`src/rtl/sum_pkg.sv`:
```
`default_nettype none
// ============================================================================
//  Module      : sum_pkg
//  Description : Shared definitions for the serial wide adder: FSM state
//                encoding and the slice-counter width helper.
//  Revision    : 1.0 - initial release
// ============================================================================
package sum_pkg;

    typedef enum logic [1:0] {
        ST_IDLE = 2'd0,
        ST_RUN  = 2'd1,
        ST_DONE = 2'd2
    } state_t;

    // Width of a counter that walks 0..m-1; never narrower than one bit so
    // the single-slice configuration still has a legal counter.
    function automatic int cnt_width(input int m);
        return (m <= 2) ? 1 : $clog2(m);
    endfunction

endpackage : sum_pkg
`default_nettype wire

```
`src/rtl/sum_Nbit.sv`:
```
`default_nettype none
// ============================================================================
//  Module      : sum_Nbit
//  Description : Combinational N-bit adder with carry-in and carry-out.
//  Revision    : 1.0 - initial release
// ============================================================================
module sum_Nbit #(
    parameter int N = 4
) (
    input  logic [N-1:0] a_i,
    input  logic [N-1:0] b_i,
    input  logic         ci_i,
    output logic [N-1:0] s_o,
    output logic         co_o
);

    // Widen by one bit so the carry-out falls out of the addition directly.
    assign {co_o, s_o} = {1'b0, a_i} + {1'b0, b_i} + {{N{1'b0}}, ci_i};

endmodule : sum_Nbit
`default_nettype wire

```
`src/rtl/sum_serial_wide.sv`:
```
`default_nettype none
// ============================================================================
//  Module      : sum_serial_wide
//  Description : Multi-cycle W-bit adder (W = N*M). One N-bit slice is added
//                per clock through a single sum_Nbit instance, with the slice
//                carry held in a register between slices.
//  Revision    : 1.0 - initial release
// ============================================================================
module sum_serial_wide
    import sum_pkg::*;
#(
    parameter  int N = 4,
    parameter  int M = 4,
    localparam int W = N * M
) (
    input  logic         clk,
    input  logic         rst_n,
    input  logic         start,
    input  logic [W-1:0] a,
    input  logic [W-1:0] b,
    input  logic         ci,
    output logic         busy,
    output logic         done,
    output logic [W-1:0] s,
    output logic         co
);

    localparam int CW = cnt_width(M);

    state_t        state_q, state_d;
    logic [CW-1:0] k_q, k_d;
    logic [W-1:0]  a_q, a_d;
    logic [W-1:0]  b_q, b_d;
    logic          carry_q, carry_d;
    logic [W-1:0]  work_q, work_d;
    logic [W-1:0]  s_q, s_d;
    logic          co_q, co_d;

    logic [N-1:0]  slice_a;
    logic [N-1:0]  slice_b;
    logic [N-1:0]  slice_s;
    logic          slice_co;
    logic [W-1:0]  work_merged;
    logic          last_slice;

    // Select the operand slice addressed by the counter.
    always_comb begin
        slice_a = '0;
        slice_b = '0;
        for (int j = 0; j < M; j++) begin
            if (k_q == CW'(j)) begin
                slice_a = a_q[j*N +: N];
                slice_b = b_q[j*N +: N];
            end
        end
    end

    sum_Nbit #(
        .N    (N)
    ) u_slice_adder (
        .a_i  (slice_a),
        .b_i  (slice_b),
        .ci_i (carry_q),
        .s_o  (slice_s),
        .co_o (slice_co)
    );

    // Work register with the current slice result dropped into place; this is
    // also what gets published on the final slice so s includes it.
    always_comb begin
        work_merged = work_q;
        for (int j = 0; j < M; j++) begin
            if (k_q == CW'(j)) begin
                work_merged[j*N +: N] = slice_s;
            end
        end
    end

    assign last_slice = (k_q == CW'(M - 1));

    // Next-state logic: accept, slice stepping and result publication.
    always_comb begin
        state_d = state_q;
        k_d     = k_q;
        a_d     = a_q;
        b_d     = b_q;
        carry_d = carry_q;
        work_d  = work_q;
        s_d     = s_q;
        co_d    = co_q;
        case (state_q)
            ST_IDLE, ST_DONE: begin
                if (start) begin
                    a_d     = a;
                    b_d     = b;
                    carry_d = ci;
                    k_d     = '0;
                    work_d  = '0;
                    state_d = ST_RUN;
                end else if (state_q == ST_DONE) begin
                    state_d = ST_IDLE;
                end
            end
            ST_RUN: begin
                work_d  = work_merged;
                carry_d = slice_co;
                if (last_slice) begin
                    s_d     = work_merged;
                    co_d    = slice_co;
                    k_d     = '0;
                    state_d = ST_DONE;
                end else begin
                    k_d = k_q + CW'(1);
                end
            end
            default: begin
                state_d = ST_IDLE;
            end
        endcase
    end

    // State and datapath registers; reset abandons any addition in flight.
    always_ff @(posedge clk or negedge rst_n) begin
        if (!rst_n) begin
            state_q <= ST_IDLE;
            k_q     <= '0;
            a_q     <= '0;
            b_q     <= '0;
            carry_q <= 1'b0;
            work_q  <= '0;
            s_q     <= '0;
            co_q    <= 1'b0;
        end else begin
            state_q <= state_d;
            k_q     <= k_d;
            a_q     <= a_d;
            b_q     <= b_d;
            carry_q <= carry_d;
            work_q  <= work_d;
            s_q     <= s_d;
            co_q    <= co_d;
        end
    end

    assign busy = (state_q == ST_RUN);
    assign done = (state_q == ST_DONE);
    assign s    = s_q;
    assign co   = co_q;

endmodule : sum_serial_wide
`default_nettype wire

```
`config.mk`:
```
export PLATFORM = sky130hd
export DESIGN_NAME = sum_serial_wide
export DESIGN_NICKNAME = d
export VERILOG_FILES = /design/src/rtl/sum_pkg.sv /design/src/rtl/sum_Nbit.sv /design/src/rtl/sum_serial_wide.sv
export SDC_FILE = /design/constraint.sdc
export NUM_CORES = 1
export LEC_CHECK = 0
export ABC_AREA = 1
export CORE_MARGIN = 2
export CORE_UTILIZATION = 50
export CTS_CLUSTER_SIZE = 25
export DETAILED_ROUTE_END_ITERATION = 16
export PLACE_DENSITY = 0.76
export SKIP_CTS_REPAIR_TIMING = 1
export SYNTH_ARGS = -nofsm -noshare
export SYNTH_HDL_FRONTEND = slang
export SYNTH_HIERARCHICAL = 1
export SYNTH_SLANG_ARGS = --single-unit
```
`constraint.sdc`:
```
create_clock -name clk -period 6.25 [get_ports clk]
set_input_delay 1.25 -clock clk [delete_from_list [all_inputs] [get_ports clk]]
set_output_delay 1.25 -clock clk [all_outputs]
set_load 0.01 [all_outputs]
```
Word level (Yosys, flattened, before mapping)

Cells that the tools add are included.

Register bits: 70
Bits in latches: 0
RAM bits: 0
Memory bits (read-only): 0
Input port bits: 36
Output and inout bits: 19
Logic and storage cells: 50
Memories: 0

Add/subtract/negate cells: 3
Multiply operators: 0
Divide/modulo/power cells: 0
$lt $le $gt $ge: 0
Equal/unequal tests: 8
Shift-type cells: 0
Muxes and demuxes: 23
Bitwise logic cells: 0
Reductions and logical operators: 8

Operators by type and width:

| cell                                                                  | count |
|---|---|
| 4-bit 2-to-1 mux                                                      | 12 |
| 16-bit one-hot mux with 2 select lines                                | 1 |
| 16-bit 2-to-1 mux                                                     | 1 |
| 2-bit 2-to-1 mux                                                      | 5 |
| 2-bit one-hot mux with 2 select lines                                 | 2 |
| 2-bit AND reduction                                                   | 4 |
| 2-bit equality test, second input constant                            | 3 |
| 4-bit by 4-bit adder with 5-bit output                                | 1 |
| 5-bit by 1-bit adder with 5-bit output                                | 1 |
| 2-bit by 1-bit equality test with 1-bit output, second input constant | 2 |
| 2-bit logical NOT                                                     | 2 |
| 3-bit != test, second input constant                                  | 1 |
| 2-bit by 1-bit adder with 2-bit output, second input constant         | 1 |
| 2-bit by 1-bit != test with 1-bit output, second input constant       | 1 |
| 2-bit != test, second input constant                                  | 1 |
| 1-bit one-hot mux with 2 select lines                                 | 1 |
| 2-bit nonzero test                                                    | 1 |
| 2-bit OR reduction                                                    | 1 |
| 1-bit 2-to-1 mux                                                      | 1 |

Longest topological paths before layout

Gate-level depths: netlist (run 1).

Depth after elaboration: 9
Mapped depth: 17
Gate-level depth less buffers: 16

Modules after synthesis

Netlist (run 1), hierarchy kept.

By module, submodules not included:

| module          | instances | cells each | area each (um^2) | sequential area each (um^2) |
|---|---|---|---|---|
| sum_serial_wide | 1         | 384        | 3,029.2          | 1,651.6 |
| sum_Nbit        | 1         | 25         | 165.2            | 0.0 |

Least setup slack after synthesis (run 1)

OpenSTA, ideal clock, no wires.

Path kind: register to register
Start point: reg k_q[0]
End point: reg s_q[5] (netlist: s[5])
Setup time: 0.083 ns
Arrival: 2.474 ns
Data required time: 6.167 ns
Setup slack: 3.693 ns
Stages on the path, launching flop included: 15
Path buffers: 1
Period minus slack after synthesis: 2.557 ns
Path through: dfrtp_1 > inv_1 > ha_1 > clkbuf_1 > a21oi_1 > nand2_1 > nand2_1 > fa_1 > inv_1 > fa_1 > inv_1 > inv_1 > nand2_1 > nand2_1 > o21ai_0

Longest elaborated chain between the ends: 8
Elaborated cells between the ends (all ways): 16
Classes of those cells: 2 x add/sub; 3 x eq/ne; 9 x mux; 2 x reduce/logical

RTL lines:

| what                                       | RTL line               | RTL |
|---|---|---|
| start: declaration                         | sum_serial_wide.sv:31  | `logic [CW-1:0] k_q, k_d;` |
| start signal: assignment                   | sum_serial_wide.sv:135 | `k_q <= k_d;` |
| 2-bit logical NOT                          | sum_serial_wide.sv:51  | `if (k_q == CW'(j)) begin` |
| 4-bit 2-to-1 mux (3 in series)             | sum_serial_wide.sv:51  |  |
| 4-bit 2-to-1 mux (*)                       | sum_serial_wide.sv:51  |  |
| via slice_a[0]                             | sum_serial_wide.sv:39  | `logic [N-1:0] slice_a;` |
| 4-bit by 4-bit adder with 5-bit output (*) | sum_Nbit.sv:18         | `assign {co_o, s_o} = {1'b0, a_i} + {1'b0, b_i} + {{N{1'b0}}, ci_i};` |
| 5-bit by 1-bit adder with 5-bit output (*) | sum_Nbit.sv:18         |  |
| via slice_s[1]                             | sum_serial_wide.sv:41  | `logic [N-1:0] slice_s;` |
| 4-bit 2-to-1 mux (*)                       | sum_serial_wide.sv:73  | `if (k_q == CW'(j)) begin` |
| end signal: assignment                     | sum_serial_wide.sv:131 | `s_q <= '0;` |
| end signal: assignment                     | sum_serial_wide.sv:140 | `s_q <= s_d;` |
| end: declaration                           | sum_serial_wide.sv:36  | `logic [W-1:0] s_q, s_d;` |

Mark *: on every way through the listed nets, which the timed path passes. The rest lies on a longest branch.
A chain may end at the register's enable or synchronous reset.

Worst setup path after layout (run 1)

Start point: in start
End point: reg work_q[7]

Longest elaborated chain between the ends: 2

RTL lines:

| what                                 | RTL line               | RTL |
|---|---|---|
| start: declaration                   | sum_serial_wide.sv:18  | `input logic start,` |
| 2-bit != test (no source line)       | --                     |  |
| 2-bit AND reduction (no source line) | --                     |  |
| end signal: assignment               | sum_serial_wide.sv:139 | `work_q <= work_d;` |
| end: declaration                     | sum_serial_wide.sv:35  | `logic [W-1:0] work_q, work_d;` |

No other way between the ends.

==> results of run 1 <==
-- through the flow --
step | total power, mW | area [um2] | cells | utilization (%) | setup WS, ns
2_1_floorplan | 1.59 | 3190 | 409 | - | 3.69
3_3_place_gp | 1.91 | 3730 | 519 | 59.4 | 2.65
3_5_place_dp | 1.97 | 3730 | 519 | 59.4 | 2.49
4_1_cts | 2.32 | 3910 | 534 | 62.3 | 2.87
5_1_grt | 2.53 | 3910 | 534 | 62.3 | 2.63
6_report | 2.31 | 3910 | 534 | 62.3 | 2.86
-- final timing paths --
check	startpoint	to	cells after the start
max in group asynchronous	rst_n	b_q[15]$_DFFE_PN0P_	2
max reg2reg	k_q[0]$_DFFE_PN0P_	s[2]$_DFFE_PN0P_	14
min	s[15]$_DFFE_PN0P_	s[15]$_DFFE_PN0P_	2
min reg2reg	s[15]$_DFFE_PN0P_	s[15]$_DFFE_PN0P_	2
min in group asynchronous	rst_n	s[5]$_DFFE_PN0P_	2
max	start	work_q[7]$_DFFE_PN0P_	4
-- synth_stat cells --
| library cell | number | area, um2 |
|---|---|---|
| ha_1 | 7 | 87.6 |
| nand2_2 | 1 | 6.26 |
| clkinv_2 | 1 | 5.00 |
| buf_4 | 1 | 7.51 |
| buf_1 | 1 | 3.75 |
| clkbuf_1 | 10 | 37.5 |
| a21oi_1 | 26 | 130 |
| buf_6 | 1 | 11.3 |
| nor2_1 | 10 | 37.5 |
| nor2_2 | 1 | 6.26 |
| nand3_1 | 47 | 235 |
| fa_1 | 2 | 40.0 |
| dfrtp_1 | 66 | 1650 |
| buf_2 | 9 | 45.0 |
| inv_2 | 2 | 7.51 |
| o21ai_0 | 28 | 140 |
| nand2_1 | 156 | 586 |
| inv_1 | 38 | 143 |
| o21ai_1 | 1 | 5.00 |
| xnor2_1 | 1 | 8.76 |
-- cell type report --
| class | instances | area, um2 |
|---|---|---|
| clock inverters | 3 | 40.0 |
| multi-input cells | 280 | 1280 |
| fillers | 590 | 2360 |
| clock buffers | 12 | 145 |
| flip-flops and latches | 66 | 1650 |
| well taps | 77 | 96.3 |
| repair buffers | 55 | 543 |
| inverters | 41 | 155 |
-- cells by family (layout without fill, tap and decap cells) --
group / count (synthesis) / in the layout / synth area share (%)
AOI/OAI and AO/OA: 55 / 55 / 8.62
xor gates and xnor gates: 1 / 1 / 0.274
adders and majority gates: 9 / 9 / 4.00
buffers and inverters: 63 / 111 / 8.15
DFF: 66 / 66 / 51.7
and+or+nand+nor: 215 / 215 / 27.3
-- per-layer routing --
metal | up-vias | part of all wire, %
met1 | 1227 | 45
met3 | 13 | 6.1
met5 | - | 0
met4 | 0 | 2.4
met2 | 96 | 46
li1 | 1375 | -
-- sequential cells by signal, summed over array words and instances (netlist names) --
signal   flops
carry_q      1
s           16
a_q         16
work_q      12
b_q         16
co           1
state_q      2
k_q          2
-- worst max-delay path, delay by kind of cell --
| kind | cells | cell delay, ns |
|---|---|---|
| compound gates | 1 | 0.14 |
| buf+inv | 1 | 1.02 |
| simple gates | 2 | 1.17 |
-- where the power goes --
group / internal, mW / switching, mW / total (mW)
Combinational: 0.453 / 0.785 / 1.24
Sequential: 0.629 / 0.0981 / 0.727
Clock: 0.192 / 0.154 / 0.345
==> flow_summary.yaml, run 1 <==
global_routing:
  grt_max_degree: 67
  met1_usage_pct: 25.7
  grt_overflow: 0
  globalRouteTotalUtil_pct: 20.6
  antenna_found_initial: 0
  grt_pass1_vias: 2637
  gr-usage-met3_pct: 4.55
  busiest_layer: "met2"
  grtUsageMet2_pct: 34.1
  grt_first_pass_wirelength_um: 11500
timing:
  hold_violations: 0
  slew_headroom_pct: 42.1
  worstMarginPinSlew_ns: 0.866
  holdWs_ns: 0.473
  post-route-period-util_pct: 54.3
  fin_crit_ns: 3.39
  rsz0062_at_grt: "no"
  setup_tns_ns: 0
  setup_viol: 0
  drv_slew: 0
  max_freq_mhz: 295
  fin_skew_ns: 0.0107
floorplan:
  io_pins: 55
  die_y_um: 83.9
  dieArea_um2: 7040
  die_x_um: 83.9
  placementRows: 29
  core_um2: 6280
  start_util_pct: 50.9
clock_tree:
  cts_max_path_buffers: 2
  cts_sinks: 66
  cts_made_buffers: 9
  cts_tree: "yes"
  root_buffer: "clkbuf_8"
  clk_latency_ns: 0.35
  htree_levels: 3
  clk_pin_slew_ns: 0.07
critical_path:
  cp.arrival_ns: 3.60
  cp-start-kind: "primary input"
  r2r_setup_slack_ns: 2.98
  crit_slowest_cell: "clkdlybuf4s50_1"
  worstPathRequired_ns: 6.46
  crit_fanout: 50
  critical_path_class: "in -> reg"
  critical_path.max_stage_delay_ns: 1.02
  worstPathCellList: "clkdlybuf4s50_1, nand2_2, nand2_1, o21ai_0"
  worst_setup_path_end_kind: "flip-flop"
drt:
  totalWireLength_um: 6730
  firstDrtPassIters: 4
  wl_per_cell_um: 12.6
  final_antenna_net_count: 0
  drt-initial-drc-count: 159
  drc: 0
  dr_total_vias: 2711
  vias_per_cell: 5.08
worst_hold_path:
  holdCritPathClass: "reg -> reg"
placed_design:
  hpwl_um: 4620
  place_congestion: 0.786
  port_buffers: 54
synthesis:
  yosysSeqAreaShare_pct: 51.7
  synth_cell_types: 20
  ys_seq_elements: 66
  syn_inst: 409
  synth_nets: 454
  netlist_area_um2: 3190
  yosys_warnings: 6
  syn_area_per_cell_um2: 7.81
layout:
  layout-drive-gt1-share_pct: 4.38
  final_nets: 498
  area_delta_synth_final_pct: 22.5
  final_cell_mix: "nand2_1, dfrtp_1, clkdlybuf4s50_1, nand3_1, inv_1"
  n_antenna_cell: 0
  final_common_cell: "nand2_1"
flow_run:
  max_cap_violations: 0
power_and_ir_drop:
  power.leakage_nw: 2.01
  cellPowerDensity_nw_per_um2: 590
  peakVddDrop_mv: 0.351
outcome:
  status: "finished clean"
Power figures use the tool's default switching activity.
==> run 2: changes to the inputs <==
--- a/config.mk
+++ b/config.mk
@@ -7,10 +7,10 @@
 export LEC_CHECK = 0
 export ABC_AREA = 1
 export CORE_MARGIN = 2
-export CORE_UTILIZATION = 50
+export CORE_UTILIZATION = 47
 export CTS_CLUSTER_SIZE = 25
 export DETAILED_ROUTE_END_ITERATION = 16
-export PLACE_DENSITY = 0.76
+export PLACE_DENSITY = 0.75
 export SKIP_CTS_REPAIR_TIMING = 1
 export SYNTH_ARGS = -nofsm -noshare
 export SYNTH_HDL_FRONTEND = slang
==> constraint.sdc (replaced) <==
create_clock -name clk -period 3 [get_ports clk]
set_input_delay 0.6 -clock clk [delete_from_list [all_inputs] [get_ports clk]]
set_output_delay 0.6 -clock clk [all_outputs]
set_load 0.01 [all_outputs]
==> flow_summary.yaml, run 2 (synthesis gave the netlist of run 1 again) <==
outcome:
  status: "finished clean"
drt:
  top_layer: "met4"
  dr_total_vias: 2756
  wl_met2_um: 3200
  drt-met1-wl_um: 3320
  totalWireLength_um: 6920
  final_antenna_net_count: 0
  vias_per_cell: 5.04
  drc: 0
  drt-initial-drc-count: 132
  route.met3.wl_um: 285
  firstDrtPassIters: 4
  wl_per_cell_um: 12.6
placed_design:
  hpwl_um: 5000
  place_worst_setup_slack_ns: 0.186
  place_congestion: 0.813
  port_buffers: 54
  dp.cells: 532
  place_area_um2: 3810
power_and_ir_drop:
  total_power_mw: 4.95
  power.leakage_nw: 2.07
  pwr-share-comb_pct: 53.8
  power.clock.fraction_pct: 15.4
  cellPowerDensity_nw_per_um2: 1230
  peakVddDrop_mv: 0.449
  power_frac_seq_pct: 30.8
  switching_share_pct: 43.8
  p_sw_mw: 2.17
  p_int_mw: 2.78
critical_path:
  worst_setup_path_end_kind: "flip-flop"
  r2r_cells: 15
  crit_fanout: 13
  r2r-start: "k_q[1]$_DFFE_PN0P_"
  worstPathRequired_ns: 3.25
  critPathLaunch: "k_q[1]$_DFFE_PN0P_"
  cp-start-kind: "flip-flop"
  timing.rr.end: "work_q[5]$_DFFE_PN0P_"
  crit_end: "work_q[5]$_DFFE_PN0P_"
  cp.arrival_ns: 3.02
  critical_path_class: "reg -> reg"
  r2r_setup_slack_ns: 0.23
global_routing:
  antenna_found_initial: 0
  grt_first_pass_wirelength_um: 11800
  grt_pass1_vias: 2666
  grt_max_degree: 37
  grt_overflow: 0
  globalRouteTotalUtil_pct: 19.9
layout:
  n_antenna_cell: 0
  final_common_cell: "nand2_1"
  finalNonFillerCells: 547
  final_area_um2: 4020
  final_util_pct: 60.2
  area_delta_synth_final_pct: 26.0
  n_fill_cell: 630
  seq_area_um2: 1650
  layout-drive-gt1-share_pct: 7.28
  final_cell_mix: "nand2_1, dfrtp_1, clkdlybuf4s50_1, nand3_1, inv_1"
  final_nets: 508
  multi_input_comb_area_um2: 1290
timing:
  max_freq_mhz: 361
  rsz0062_at_grt: "no"
  fin_crit_ns: 2.77
  hold_violations: 0
  setup_viol: 0
  holdWs_ns: 0.309
  post-route-period-util_pct: 92.4
  setup_tns_ns: 0
  fin_ws_ns: 0.229
  worstMarginPinSlew_ns: 0.712
  drv_slew: 0
  slew_headroom_pct: 52.5
  fin_skew_ns: 0.00485
flow_run:
  max_cap_violations: 0
clock_tree:
  cts_tree: "yes"
  clk_pin_slew_ns: 0.07
  root_buffer: "clkbuf_8"
  clk_latency_ns: 0.34
  htree_levels: 3
  cts_made_buffers: 9
  cts_max_path_buffers: 2
  cts_sinks: 66
floorplan:
  io_pins: 55
  start_util_pct: 47.8
  core_um2: 6680
  dieArea_um2: 7470
  die_x_um: 86.4
  die_y_um: 86.4
  placementRows: 30
worst_hold_path:
  holdCritPathClass: "in -> async"
==> run 2: cell count changes in the layout (fill, tap and decap cells not counted), sizes merged <==
cell,previous run,this run
clkinv,3,2
clkbuf,12,13
buf,2,12
==> run 2: cell type report <==
class	count	area share (%)
Clock buffer	13	4.20
Timing Repair Buffer	65	15.4
Sequential cell	66	41.0
Tap cell	80	2.49
Inverter	41	3.86
Multi-Input combinational cell	280	32.2
Clock inverter	2	0.871
==> run 2: worst min path at each step <==
stage,end,slack (ns)
after CTS,s[3]$_DFFE_PN0P_,0.32
after global routing,s[3]$_DFFE_PN0P_,0.35
after global placement,b_q[7]$_DFFE_PN0P_,0.46
after floorplan,a_q[0]$_DFFE_PN0P_,0.30
after detailed placement,a_q[5]$_DFFE_PN0P_,0.46
final,s[3]$_DFFE_PN0P_,0.31
==> run 2: per-layer routing <==
| layer | track usage, % | up-vias |
|---|---|---|
| li1 | - | 1394 |
| met1 | 25.7 | 1276 |
| met2 | 33.5 | 75 |
| met3 | 2.95 | 11 |
| met4 | 8.10 | 0 |
| met5 | 0 | - |
==> run 2: power groups by stage <==
stage               clock network (mW)  logic, mW  registers, mW
floorplan                            0       1.77           1.54
global placement                     0       2.52           1.52
global route                     0.818       3.05           1.57
finish                           0.764       2.66           1.53
CTS                              0.778       2.63           1.53
detailed placement                   0       2.62           1.54
==> run 2: critical path, stage by stage (launching register included) <==
cell and delay [ns]:
dfrtp_1 0.39, inv_1 0.10, ha_1 0.21, buf_4 0.20
a21oi_1 0.13, nand2_1 0.07, nand2_1 0.06, nand2_1 0.08
fa_1 0.48, inv_1 0.09, fa_1 0.40, inv_1 0.11
inv_1 0.07, nand2_1 0.06, nand2_1 0.06, o21ai_0 0.17
